==> config.mk <==
export PLATFORM = sky130hd
export DESIGN_NAME = risc8_reg_xfer
export DESIGN_NICKNAME = d
export VERILOG_FILES = /design/src/rtl/risc8_pkg.sv /design/src/rtl/risc8_reg_xfer.sv
export SDC_FILE = /design/constraint.sdc
export NUM_CORES = 1
export LEC_CHECK = 0
export BUFFER_PORTS_ARGS = -buffer_cell sky130_fd_sc_hd__buf_2
export CAP_MARGIN = 20
export CORE_MARGIN = 3
export CORE_UTILIZATION = 49
export CTS_BUF_LIST = sky130_fd_sc_hd__clkbuf_4
export DETAILED_ROUTE_END_ITERATION = 8
export PLACE_DENSITY_LB_ADDON = 0.05
export SLEW_MARGIN = 15
export SYNTH_ARGS = -nofsm -noshare
export SYNTH_HDL_FRONTEND = slang
export SYNTH_SLANG_ARGS = --single-unit
==> constraint.sdc <==
create_clock -name clk -period 2 [get_ports clk]
set_input_delay 0.2 -clock clk [delete_from_list [all_inputs] [get_ports clk]]
set_output_delay 0.2 -clock clk [all_outputs]
set_load 0.02 [all_outputs]
==> src/rtl/risc8_pkg.sv <==
// Shared risc8 definitions: register-file geometry, transfer modes and the
// state encoding of the register transfer engine.
package risc8_pkg;

  localparam int NREGS  = 32;
  localparam int ADDR_W = 6;

  localparam logic MODE_DUMP = 1'b0;
  localparam logic MODE_LOAD = 1'b1;

  typedef enum logic [2:0] {
    ST_IDLE     = 3'd0,
    ST_RD_ISSUE = 3'd1,
    ST_RD_CAPT  = 3'd2,
    ST_TX       = 3'd3,
    ST_RX       = 3'd4,
    ST_WR       = 3'd5,
    ST_FIN      = 3'd6
  } state_t;

endpackage

==> src/rtl/risc8_reg_xfer.sv <==
// Debug/context engine: dumps a block of byte registers onto a valid/ready
// stream, or loads a valid/ready byte stream into consecutive registers.
module risc8_reg_xfer #(
  parameter int NREGS  = risc8_pkg::NREGS,
  parameter int ADDR_W = risc8_pkg::ADDR_W
) (
  input  logic                     clk,
  input  logic                     reset,
  input  logic                     start,
  input  logic                     mode,
  input  logic [$clog2(NREGS)-1:0] base,
  input  logic [$clog2(NREGS):0]   count,
  input  logic                     abort,
  output logic                     busy,
  output logic                     done,
  output logic [ADDR_W-1:0]        rf_a,
  input  logic [15:0]              rf_Ra,
  output logic                     rf_write,
  output logic                     rf_write_word,
  output logic [ADDR_W-1:0]        rf_d,
  output logic [15:0]              rf_Rd,
  output logic [7:0]               tx_data,
  output logic                     tx_valid,
  input  logic                     tx_ready,
  input  logic [7:0]               rx_data,
  input  logic                     rx_valid,
  output logic                     rx_ready
);
  import risc8_pkg::*;

  localparam int IDX_W = $clog2(NREGS);

  state_t             state_reg, state_next;
  logic [IDX_W-1:0]   idx_reg, idx_next;
  logic [IDX_W:0]     rem_reg, rem_next, rem_init;
  logic               busy_reg, busy_next;
  logic               done_reg, done_next;
  logic               rf_write_reg, rf_write_next;
  logic               tx_valid_reg, tx_valid_next;
  logic               rx_ready_reg, rx_ready_next;
  logic [15:0]        rf_Rd_reg, rf_Rd_next;
  logic [7:0]         tx_data_reg, tx_data_next;
  logic [ADDR_W-1:0]  rf_addr_reg;
  logic               last_beat;
  logic               rf_ra_hi_unused;

  // Only the low byte of the read port carries register data.
  assign rf_ra_hi_unused = ^rf_Ra[15:8];

  assign rem_init  = (count > (IDX_W+1)'(NREGS)) ? (IDX_W+1)'(NREGS) : count;
  assign last_beat = (rem_reg == (IDX_W+1)'(1));

  always_comb begin
    state_next    = state_reg;
    idx_next      = idx_reg;
    rem_next      = rem_reg;
    busy_next     = busy_reg;
    done_next     = 1'b0;
    rf_write_next = 1'b0;
    rf_Rd_next    = rf_Rd_reg;
    tx_data_next  = tx_data_reg;
    tx_valid_next = tx_valid_reg;
    rx_ready_next = rx_ready_reg;

    if (state_reg != ST_IDLE && abort) begin
      state_next    = ST_IDLE;
      busy_next     = 1'b0;
      tx_valid_next = 1'b0;
      rx_ready_next = 1'b0;
    end else begin
      case (state_reg)
        ST_IDLE: begin
          if (start && !abort) begin
            idx_next = base;
            rem_next = rem_init;
            if (rem_init == '0) begin
              state_next = ST_FIN;
              done_next  = 1'b1;
            end else begin
              busy_next = 1'b1;
              if (mode == MODE_LOAD) begin
                state_next    = ST_RX;
                rx_ready_next = 1'b1;
              end else begin
                state_next = ST_RD_ISSUE;
              end
            end
          end
        end
        // rf_a already holds idx here; the regfile registers it on this edge.
        ST_RD_ISSUE: state_next = ST_RD_CAPT;
        ST_RD_CAPT: begin
          tx_data_next  = rf_Ra[7:0];
          tx_valid_next = 1'b1;
          state_next    = ST_TX;
        end
        ST_TX: begin
          if (tx_ready) begin
            tx_valid_next = 1'b0;
            idx_next      = idx_reg + 1'b1;
            rem_next      = rem_reg - 1'b1;
            if (last_beat) begin
              state_next = ST_FIN;
              done_next  = 1'b1;
              busy_next  = 1'b0;
            end else begin
              state_next = ST_RD_ISSUE;
            end
          end
        end
        ST_RX: begin
          if (rx_valid) begin
            rx_ready_next = 1'b0;
            rf_Rd_next    = {8'h00, rx_data};
            rf_write_next = 1'b1;
            state_next    = ST_WR;
          end
        end
        ST_WR: begin
          idx_next = idx_reg + 1'b1;
          rem_next = rem_reg - 1'b1;
          if (last_beat) begin
            state_next = ST_FIN;
            done_next  = 1'b1;
            busy_next  = 1'b0;
          end else begin
            state_next    = ST_RX;
            rx_ready_next = 1'b1;
          end
        end
        ST_FIN:  state_next = ST_IDLE;
        default: state_next = ST_IDLE;
      endcase
    end
  end

  always_ff @(posedge clk) begin
    if (!reset) begin
      state_reg    <= ST_IDLE;
      idx_reg      <= '0;
      rem_reg      <= '0;
      busy_reg     <= 1'b0;
      done_reg     <= 1'b0;
      rf_write_reg <= 1'b0;
      rf_Rd_reg    <= '0;
      tx_data_reg  <= '0;
      tx_valid_reg <= 1'b0;
      rx_ready_reg <= 1'b0;
      rf_addr_reg  <= '0;
    end else begin
      state_reg    <= state_next;
      idx_reg      <= idx_next;
      rem_reg      <= rem_next;
      busy_reg     <= busy_next;
      done_reg     <= done_next;
      rf_write_reg <= rf_write_next;
      rf_Rd_reg    <= rf_Rd_next;
      tx_data_reg  <= tx_data_next;
      tx_valid_reg <= tx_valid_next;
      rx_ready_reg <= rx_ready_next;
      // Read and write address both follow the index one edge ahead of use.
      rf_addr_reg  <= ADDR_W'(idx_next);
    end
  end

  assign busy          = busy_reg;
  assign done          = done_reg;
  assign rf_a          = rf_addr_reg;
  assign rf_d          = rf_addr_reg;
  assign rf_write      = rf_write_reg;
  assign rf_write_word = 1'b0;
  assign rf_Rd         = rf_Rd_reg;
  assign tx_data       = tx_data_reg;
  assign tx_valid      = tx_valid_reg;
  assign rx_ready      = rx_ready_reg;

endmodule

Word-level counts from Yosys, hierarchy flattened
Cells that the tools add are included.

cells by class
  eq/ne operators = 12
  reductions and logical operators = 18
  bitwise operators = 3
  $add $sub $neg = 2
  mux-type cells = 35
  order comparisons = 1

operators by type and width
  cell                                                                 number
  3-bit 2-to-1 mux                                                     6
  6-bit 2-to-1 mux                                                     3
  3-bit case mux with 6 select lines                                   1
  6-bit case mux with 3 select lines                                   1
  1-bit 2-to-1 mux                                                     15
  5-bit 2-to-1 mux                                                     3
  5-bit case mux with 3 select lines                                   1
  2-bit inequality test (second input constant)                        6
  1-bit case mux with 3 select lines                                   3
  3-bit nonzero test                                                   3
  4-bit AND reduction                                                  2
  3-bit by 2-bit == test with 1-bit output (second input constant)     2
  3-bit == test (second input constant)                                2
  6-bit by 1-bit == test with 1-bit output (second input constant)     1
  6-bit greater-than comparator (second input constant)                1
  6-bit zero test                                                      1
  3-bit AND reduction                                                  2
  6-bit AND reduction                                                  1
  6-bit by 1-bit subtractor with 6-bit output (second input constant)  1
  5-bit by 1-bit adder with 5-bit output (second input constant)       1
  2-bit AND reduction                                                  2
  3-bit by 1-bit == test with 1-bit output (second input constant)     1
  3-bit zero test                                                      1
  1-bit inverter                                                       3
  other kinds (7)                                                      8

storage, ports and cells
  output and inout bits = 42
  logic and storage cells = 82
  input bits = 42
  register bits = 36

Longest topological paths before layout
Gate-level depths: netlist of run 1.

  depth after elaboration = 6
  depth in mapped cells = 7
  mapped depth without buffers = 6

Least setup slack after synthesis of run 1
Ideal clock, no wire load.

  path kind = reg2reg
  start = register state_reg[0]
  end = register rem_reg[4]
  stages on the path, launching flop included = 7
  arrival = 1.553 ns
  path slack = 0.315 ns
  period minus slack after synthesis = 1.685 ns
  required time = 1.868 ns
  buffers on the path = 2
  path through = dfxtp_1 -> buf_6 -> or4b_4 -> a31o_4 -> buf_6 -> o21ai_0 -> a21oi_1

on the way
  cells in the longest elaborated chain, start to end = 4
  elaborated cells between the ends (all ways) = 11
  classes of those cells = 4 x eq/ne; 1 x mux; 1 x bitwise; 5 x reduce/logical

RTL lines
  item                                                                         RTL line               text
  from (decl)                                                                  risc8_reg_xfer.sv:33   state_t state_reg, state_next;
  from (signal assigned)                                                       risc8_reg_xfer.sv:151  state_reg <= state_next;
  parallel branches: the longest is 4 deep, another holds 4-bit AND reduction  n/a
  to (signal assigned)                                                         risc8_reg_xfer.sv:153  rem_reg <= rem_next;
  to (decl)                                                                    risc8_reg_xfer.sv:35   logic [IDX_W:0] rem_reg, rem_next, rem_init;

Several ways; the timed one is not identified.
A chain may end at the register's enable or synchronous reset.

Worst setup path in the final report of run 1
  start = register state_reg[1]
  end = register state_reg[2]

on the way
  cells in the longest elaborated chain, start to end = 3
  elaborated cells between the ends (all ways) = 14
  classes of those cells = 8 x eq/ne; 1 x mux; 5 x reduce/logical

RTL lines
  item                                                                  RTL line              text
  3-bit == test (tied with other cells)                                 risc8_reg_xfer.sv:71  case (state_reg)
  2-bit inequality test (no line) or 1-bit logical AND (tied branches)  n/a
  3-bit AND reduction (no line) or 2-bit OR reduction (tied branches)   n/a

Parallel ways exist; a longest one is shown, timed or not.

==> results summary, run 1 <==
The number of antenna violations at the first check in global routing came out at 0. The sum of net half-perimeters after detailed placement came out at 3300 µm. The number of setup violations in the final report came out at 0.

The clock reaches the later pin of the worst-skew pair after 0.34 ns. The met3 usage in global routing came out at 3.94%. In this run the clock root is driven by a sky130_fd_sc_hd__clkbuf_4. For the worst setup path, the data arrival time is 2.04 ns. Once the floorplan was initialized, standard cells occupied 53.7% of the core. The count of placed standard cells in the final layout, fillers left out is 348. The commonest non-fill, non-tap cell in the layout is sky130_fd_sc_hd__buf_2. The hold path endpoint is rf_Rd[3]. The clock network fraction of design power is 30.3%.

The hold buffer count at cts came out at 0. The leakage power summed over all cells came out at 1.01 nW. From synthesis to final layout, the design area changed by 20.7%. After the last flow step, the layout net total stands at 346. The number of stages on the worst hold path came out at 3.

The routing usage on met2 is 32.3%. In the final timing run, aggregate negative setup slack is 0 ns. The number of clock sinks is 35.

The net switching share of the total power is 31.9%. The delay of the slowest cell on the worst path is 0.42 ns. The multiplexer share of the synthesized area came out at 4.23%.

The count of buffers added on input and output ports is 64. The met1 track utilization from global routing is 25.6%. The repair_antennas step left the layout with diodes totalling 0.

The number of buffers created by CTS is 5. The wire length of the first global-routing pass is 6970 µm. The number of gates resized after CTS came out at 0. The startpoint kind of the worst setup timing path is a flop. The synthesized design contains 35 register bits. For this run, the top clock speed supported by timing is 0.556 GHz. The total global routing overflow came out at 0. Counting I/O delays and the setup requirement, the final critical path takes 1.80 ns. Leaving out fill and tap cells, the most frequent cells in the layout are sky130_fd_sc_hd__buf_2 (64), sky130_fd_sc_hd__dfxtp_1 (35), sky130_fd_sc_hd__nor2_1 (31), sky130_fd_sc_hd__a21oi_1 (31), sky130_fd_sc_hd__nand2_1 (27).

The count of pins over their slew limit came out at 0. The buffer levels on the longest clock path is 2. Traced cell by cell, the critical path runs through buf_4 -> or2_1 -> nor2_1 -> o21ai_0 -> o41ai_1. Measured against its own limit, the worst slew margin works out to 54.7%. The combinational share of power is 24.1%. The worst register-to-register path ends at state_reg[2]. Across the run, the number of max-cap violations was 0. After detailed routing, the number of vias per cell comes to 5.25. The routed length per placed instance is 12.6 µm. The final period utilization is 90.0%. The reported net switching power is 0.000547 W.

The main combinational cell family by area after synthesis is simple AND/OR/NAND/NOR gates. The number of cells on the worst reg-to-reg path is 5. The total internal power came out at 0.00117 W. Cells with a size suffix above 1 make up 30.1% of the layout. The number of warnings issued by yosys came out at 0. The die area is 4640 µm².

The initialized floorplan defines 21 standard-cell rows. Among all stages on the critical path, the largest delay is contributed by sky130_fd_sc_hd__o41ai_1. The number of DRC violations after detailed routing came out at 0. The boundary pin count is 84. The worst IR drop on VDD came out at 0.456 mV.

The setup path with the least slack is of type flop to flop. The final wirelength came out at 4390 µm. A synthesized cell averages 7.95 µm². Among all flip-flop cells after synthesis, the most frequent one is sky130_fd_sc_hd__dfxtp_1. The width of the die came out at 68.1 µm. The die is 68.1 µm tall. The worst hold path belongs to the class input pin to flop. Detailed routing inserted a total of 1826 vias. For this run, asynchronously set or reset flops after synthesis account for 0%. Yosys mapped the design onto 44 distinct sky130hd cell types. The via count of the first global-routing pass came out at 1591.

The number of violations reported at the end of detailed-routing iteration 0 came out at 195. The complex-gate fraction of the synthesized area is 21.4%. The synthesized netlist cell count is 238. The core footprint is 3520 µm².

The internal reg-to-reg setup slack is 0.20 ns. Summing every instance area after synthesis gives 1890 µm². For this run, the detailed router's first-pass iteration total came to 4. The number of flops mapped to enable cells by yosys came out at 0.

The number of placed instances, taps included, is 340. The worst register-to-register path begins at state_reg[1]. Clock skew on the completed layout was measured at 0.00907 ns. The register share of total power came out at 45.6%.

The arithmetic-cell share of the synthesized area counting full adders, half adders and majority gates came out at 1.98%. The share of synthesized cell area in and, or, nand and nor gates is 23.9%. The startpoint identified for the worst hold timing path is rx_data[3]. After clock tree synthesis, the clock-pin slew on the worst setup and hold paths is 0.12 ns. The number of hold violations in the final report came out at 0. The total setup buffers inserted after CTS is 0. The data required time at the worst endpoint is 2.24 ns. The power density over the cells came out at 750 nW/µm². The total number of H-tree levels came out at 2. The largest net degree at the start of global routing came out at 18.

The pin slew with the least headroom to its limit is 0.673 ns. The layer flagged by global routing as most heavily used is met2. The xor/xnor share of the synthesized area is 0%. Setup repair after global routing left no endpoint under its margin.

The global-route usage over all layers came out at 19.7%. The number of antenna-violating nets in the routed design came out at 0. The run finished with clean final reports.

TritonCTS built the clock tree. The placer's final routability congestion estimate came out at 0.804. The sequential cell area fraction in the yosys report is 37.0%. STA classifies the critical path endpoint as a flop.

The maximum net fanout on the critical path came out at 6.
[cells in the mapped netlist (all sizes together) (6+ instances only)]
master	count	area share, %
dfxtp	35	37
a21oi	31	8.2
nor2	31	6.2
nand2	27	5.4
buf	21	8.3
nor3	10	3.2
clkbuf	8	1.6
mux2i	8	4.2
o21ai	8	2.1
nand3	7	1.9
inv	6	1.2
[routing by layer]
layer  part of all wire, %  wire [µm]
met1                    43       1880
met2                    50       2180
met3                   6.6        291
met4                  0.98         43
met5                     0          0
[cells by family after synthesis]
family	count (synthesis)
multiplexers	8
adder cells (fa/ha/maj)	3
AND/OR/NAND/NOR	94
other	1
flip-flops	35
buffers and inverters	36
AO/OA/AOI/OAI	61
[metrics by stage]
| stage | setup WS, ns | total power, W | hold WS (ns) | util, % | area [µm²] |
|---|---|---|---|---|---|
| 3_3_place_gp | 0.220 | 0.00120 | 0.433 | 62.5 | 2200 |
| 3_5_place_dp | 0.194 | 0.00121 | 0.445 | 62.5 | 2200 |
| 6_report | 0.201 | 0.00171 | 0.0865 | 64.9 | 2280 |
| 4_1_cts | 0.174 | 0.00172 | 0.0739 | 64.9 | 2280 |
| 5_1_grt | 0.0185 | 0.00181 | 0.0768 | 64.9 | 2280 |
| 2_1_floorplan | 0.315 | 0.00112 | 0.336 | - | 1930 |
[power groups by stage]
stage	clock [W]	combinational (W)	sequential [W]
2_1_floorplan	0	0.000308	0.000809
3_3_place_gp	0	0.000408	0.000795
3_5_place_dp	0	0.000410	0.000795
4_1_cts	0.000525	0.000412	0.000780
5_1_grt	0.000564	0.000461	0.000788
6_report	0.000519	0.000414	0.000781
[layout make-up]
class / instances / area [µm²]
Fill cell: 324 / 1240
Timing Repair Buffer: 75 / 403
Clock buffer: 5 / 37.5
Inverter: 7 / 26.3
Tap cell: 46 / 57.6
Multi-Input combinational cell: 177 / 1010
Sequential cell: 35 / 701
Clock inverter: 3 / 43.8
[worst max-delay path by stage]
stage                      start            to  slack (ns)
floorplan           state_reg[0]    rem_reg[4]        0.32
global placement    state_reg[1]  state_reg[2]        0.22
detailed placement  state_reg[1]  state_reg[2]        0.19
CTS                 state_reg[1]  state_reg[2]        0.17
global route        state_reg[1]  state_reg[2]        0.02
finish              state_reg[1]  state_reg[2]        0.20
[worst max-delay path, delay by kind of cell (launching register included)]
family / cells / cell delay, ns
buf+inv: 1 / 0.16
flops: 1 / 0.37
compound gates: 2 / 0.68
simple gates: 2 / 0.50
Power figures use the tool's default switching activity.
==> inputs of run 2 (changes only) <==
Settings changed: PLACE_DENSITY set to 0.81, PLACE_DENSITY_LB_ADDON 0.05 to not set.
==> results summary, run 2 (synthesis gave the netlist of run 1 again) <==
The final non-filler cell area came out at 2240 µm² (-1.7%). TritonCTS built the clock tree. The maximum frequency from static timing analysis is 0.559 GHz (+0.62%).

The instance area after placement came out at 2190 µm² (-0.68%). The number of antenna violations at the first check in global routing came out at 0 (unchanged). The number of placement rows is 21 (unchanged). The ratio of routed vias to standard cells came out at 5.26 (+0.30%). The number of setup violations in the final report came out at 0 (unchanged).

The largest net degree at the start of global routing came out at 18 (unchanged). The number of max-capacitance violations reported came to 0 (unchanged). The endpoint arrival time on the critical path was 2.02 ns (-0.02 ns). The routed length per placed instance came out at 12.1 µm (-4.3%). The number of hold violations in the final report is 0 (unchanged). The worst hold path belongs to the class input pin to flop. The number of stages on the worst hold path came out at 3 (unchanged).

The startpoint kind of the worst setup timing path is a flop. The total setup buffers inserted after CTS came out at 0 (unchanged). The number of antenna-violating nets in the routed design is 0 (unchanged).

The width of the die came out at 68.1 µm (unchanged). The register clock-pin slew on the reported worst setup and hold paths came out at 0.11 ns (about the same). The worst IR drop on VDD came out at 0.452 mV (-0.79%). The number of clock sinks is 35 (unchanged). The total global routing overflow came out at 0 (unchanged).

The area added between synthesis and finish came out at 18.7%. Setup repair after global routing left no endpoint under its margin. The final worst-path setup slack is 0.212 ns (+0.0112 ns). The number of cells on the worst reg-to-reg path came out at 4 (-1). The power density over the cells came out at 703 nW/µm² (-6.3%). The sum of net half-perimeters after detailed placement is 3200 µm (-3.3%). The delay of the slowest cell on the worst path is 0.60 ns (+0.18 ns). The data required time at the worst endpoint is 2.23 ns (about the same).

The worst setup path is of the flop to flop kind. The maximum net fanout on the critical path is 17 (+11). The total number of H-tree levels is 2 (unchanged). The number of DRC violations after detailed routing is 0 (unchanged). The placer's final routability congestion estimate is 0.819 (+1.9%). The die area was 4640 µm² (unchanged). The boundary pin count was 84 (unchanged). The pre-CTS worst setup slack came out at 0.222 ns (+0.0281 ns).

The signal on the critical path passes through or4b_4 -> a31o_4 -> a311oi_1 -> a211oi_1. The commonest non-fill, non-tap cell in the layout is sky130_fd_sc_hd__buf_2. The post-route clock skew is 0.00828 ns (-0.000790 ns). The wire length of the first global-routing pass came out at 6860 µm (-1.6%). The final layout net count came out at 344 (-0.58%).

The number of inserted diodes came out at 0 (unchanged). The global-route usage over all layers came out at 19.3% (-0.37 points). The buffer levels on the longest clock path was 2 (unchanged).

The number of gates resized after CTS is 0 (unchanged). The initial cell density of the core is 53.7% (unchanged). The total negative slack was 0 ns (unchanged).

The share of post-route cells with drive strength above 1 came out at 29.7% (-0.47 points). The time the final worst path needs with I/O delays and setup is 1.79 ns (-0.0112 ns). The cell sitting at the root of the clock tree is a sky130_fd_sc_hd__clkbuf_4.

The count of pins over their slew limit came out at 0 (unchanged). The via count of the first global-routing pass is 1619 (+1.8%). The slowest stage of the critical path is the sky130_fd_sc_hd__or4b_4 cell. The number of buffers inserted by port buffering came to 64 (unchanged). The insertion delay of the later-clocked pin in the worst-skew pair is 0.34 ns (about the same). The number of violations reported at the end of detailed-routing iteration 0 is 111 (-43%). The number of buffers created by CTS came to 5 (unchanged). The leakage power summed over all cells is 0.982 nW (-2.5%). The final period utilization came out at 89.4% (-0.56 points).

The flow ran to the end, and the final reports show no timing, DRC or antenna violations. The core footprint is 3520 µm² (unchanged). The final wirelength was 4180 µm (-4.8%). The height of the die is 68.1 µm (unchanged).

The iteration count of the initial detailed-routing pass was 5 (+1). The overall power of the completed layout came to 0.00158 W (-7.9%). The kind of end point of the critical path is a flop. The via count is 1821 (-0.27%). The hold buffer count at cts is 0 (unchanged). The library cells used most frequently in the layout, excluding fill and tap cells, are sky130_fd_sc_hd__buf_2 (64), sky130_fd_sc_hd__dfxtp_1 (35), sky130_fd_sc_hd__nor2_1 (31), sky130_fd_sc_hd__a21oi_1 (31), sky130_fd_sc_hd__nand2_1 (27).
[run 2: cell count changes in the layout (fill, tap and decap cells not counted), sizes merged]
cell,change
bufinv,-1
clkinvlp,+1
clkinv,-1
buf,-2
clkbuf,+1
[run 2: through the flow]
| step | hold slack (ns) | utilization (%) | cells |
|---|---|---|---|
| finish | 0.0809 | 63.8 | 346 |
| global route | 0.0547 | 63.8 | 346 |
| CTS | 0.0703 | 63.8 | 346 |
| detailed placement | 0.444 | 62.1 | 338 |
| global placement | 0.432 | 62.1 | 338 |
| floorplan | 0.336 | - | 248 |
[run 2: area by class of cell]
type	count	area [µm²]
fillers	331	1280
multi-input cells	177	1010
flip-flops and latches	35	701
repair buffers	73	388
well taps	46	57.6
clock buffers	6	45.0
inverters	7	26.3
clock inverters	2	12.5
[run 2: report_power, final]
part | switching, W | internal, W
sequential | 0.0000442 | 0.000739
clock | 0.000240 | 0.000149
combinational | 0.000244 | 0.000162
total | 0.000528 | 0.00105
[run 2: worst paths after layout]
path | slack (ns) | end | from
max reg2reg | 0.21 | rem_reg[1] | state_reg[1]
min | 0.08 | tx_data[6] | rf_Ra[6]
max | 0.21 | rem_reg[1] | state_reg[1]
min reg2reg | 0.46 | tx_data[2] | tx_data[2]
[run 2: worst max-delay path: cells and delay by family (launching register included)]
family | cells | cell delay [ns]
DFF | 1 | 0.41
AOI/OAI and AO/OA | 3 | 0.68
and+or+nand+nor | 1 | 0.60
[run 2: per-layer routing]
layer  GRT usage, %  vias to the layer above  share of wire, %  routed length [µm]
met4           6.95                        0               1.6                  65
met2           31.5                       65                48                2020
met1           23.7                      812                42                1770
met5              0                        -                 0                   0
li1               -                      936                 -                   -
met3           6.08                        8               7.7                 322
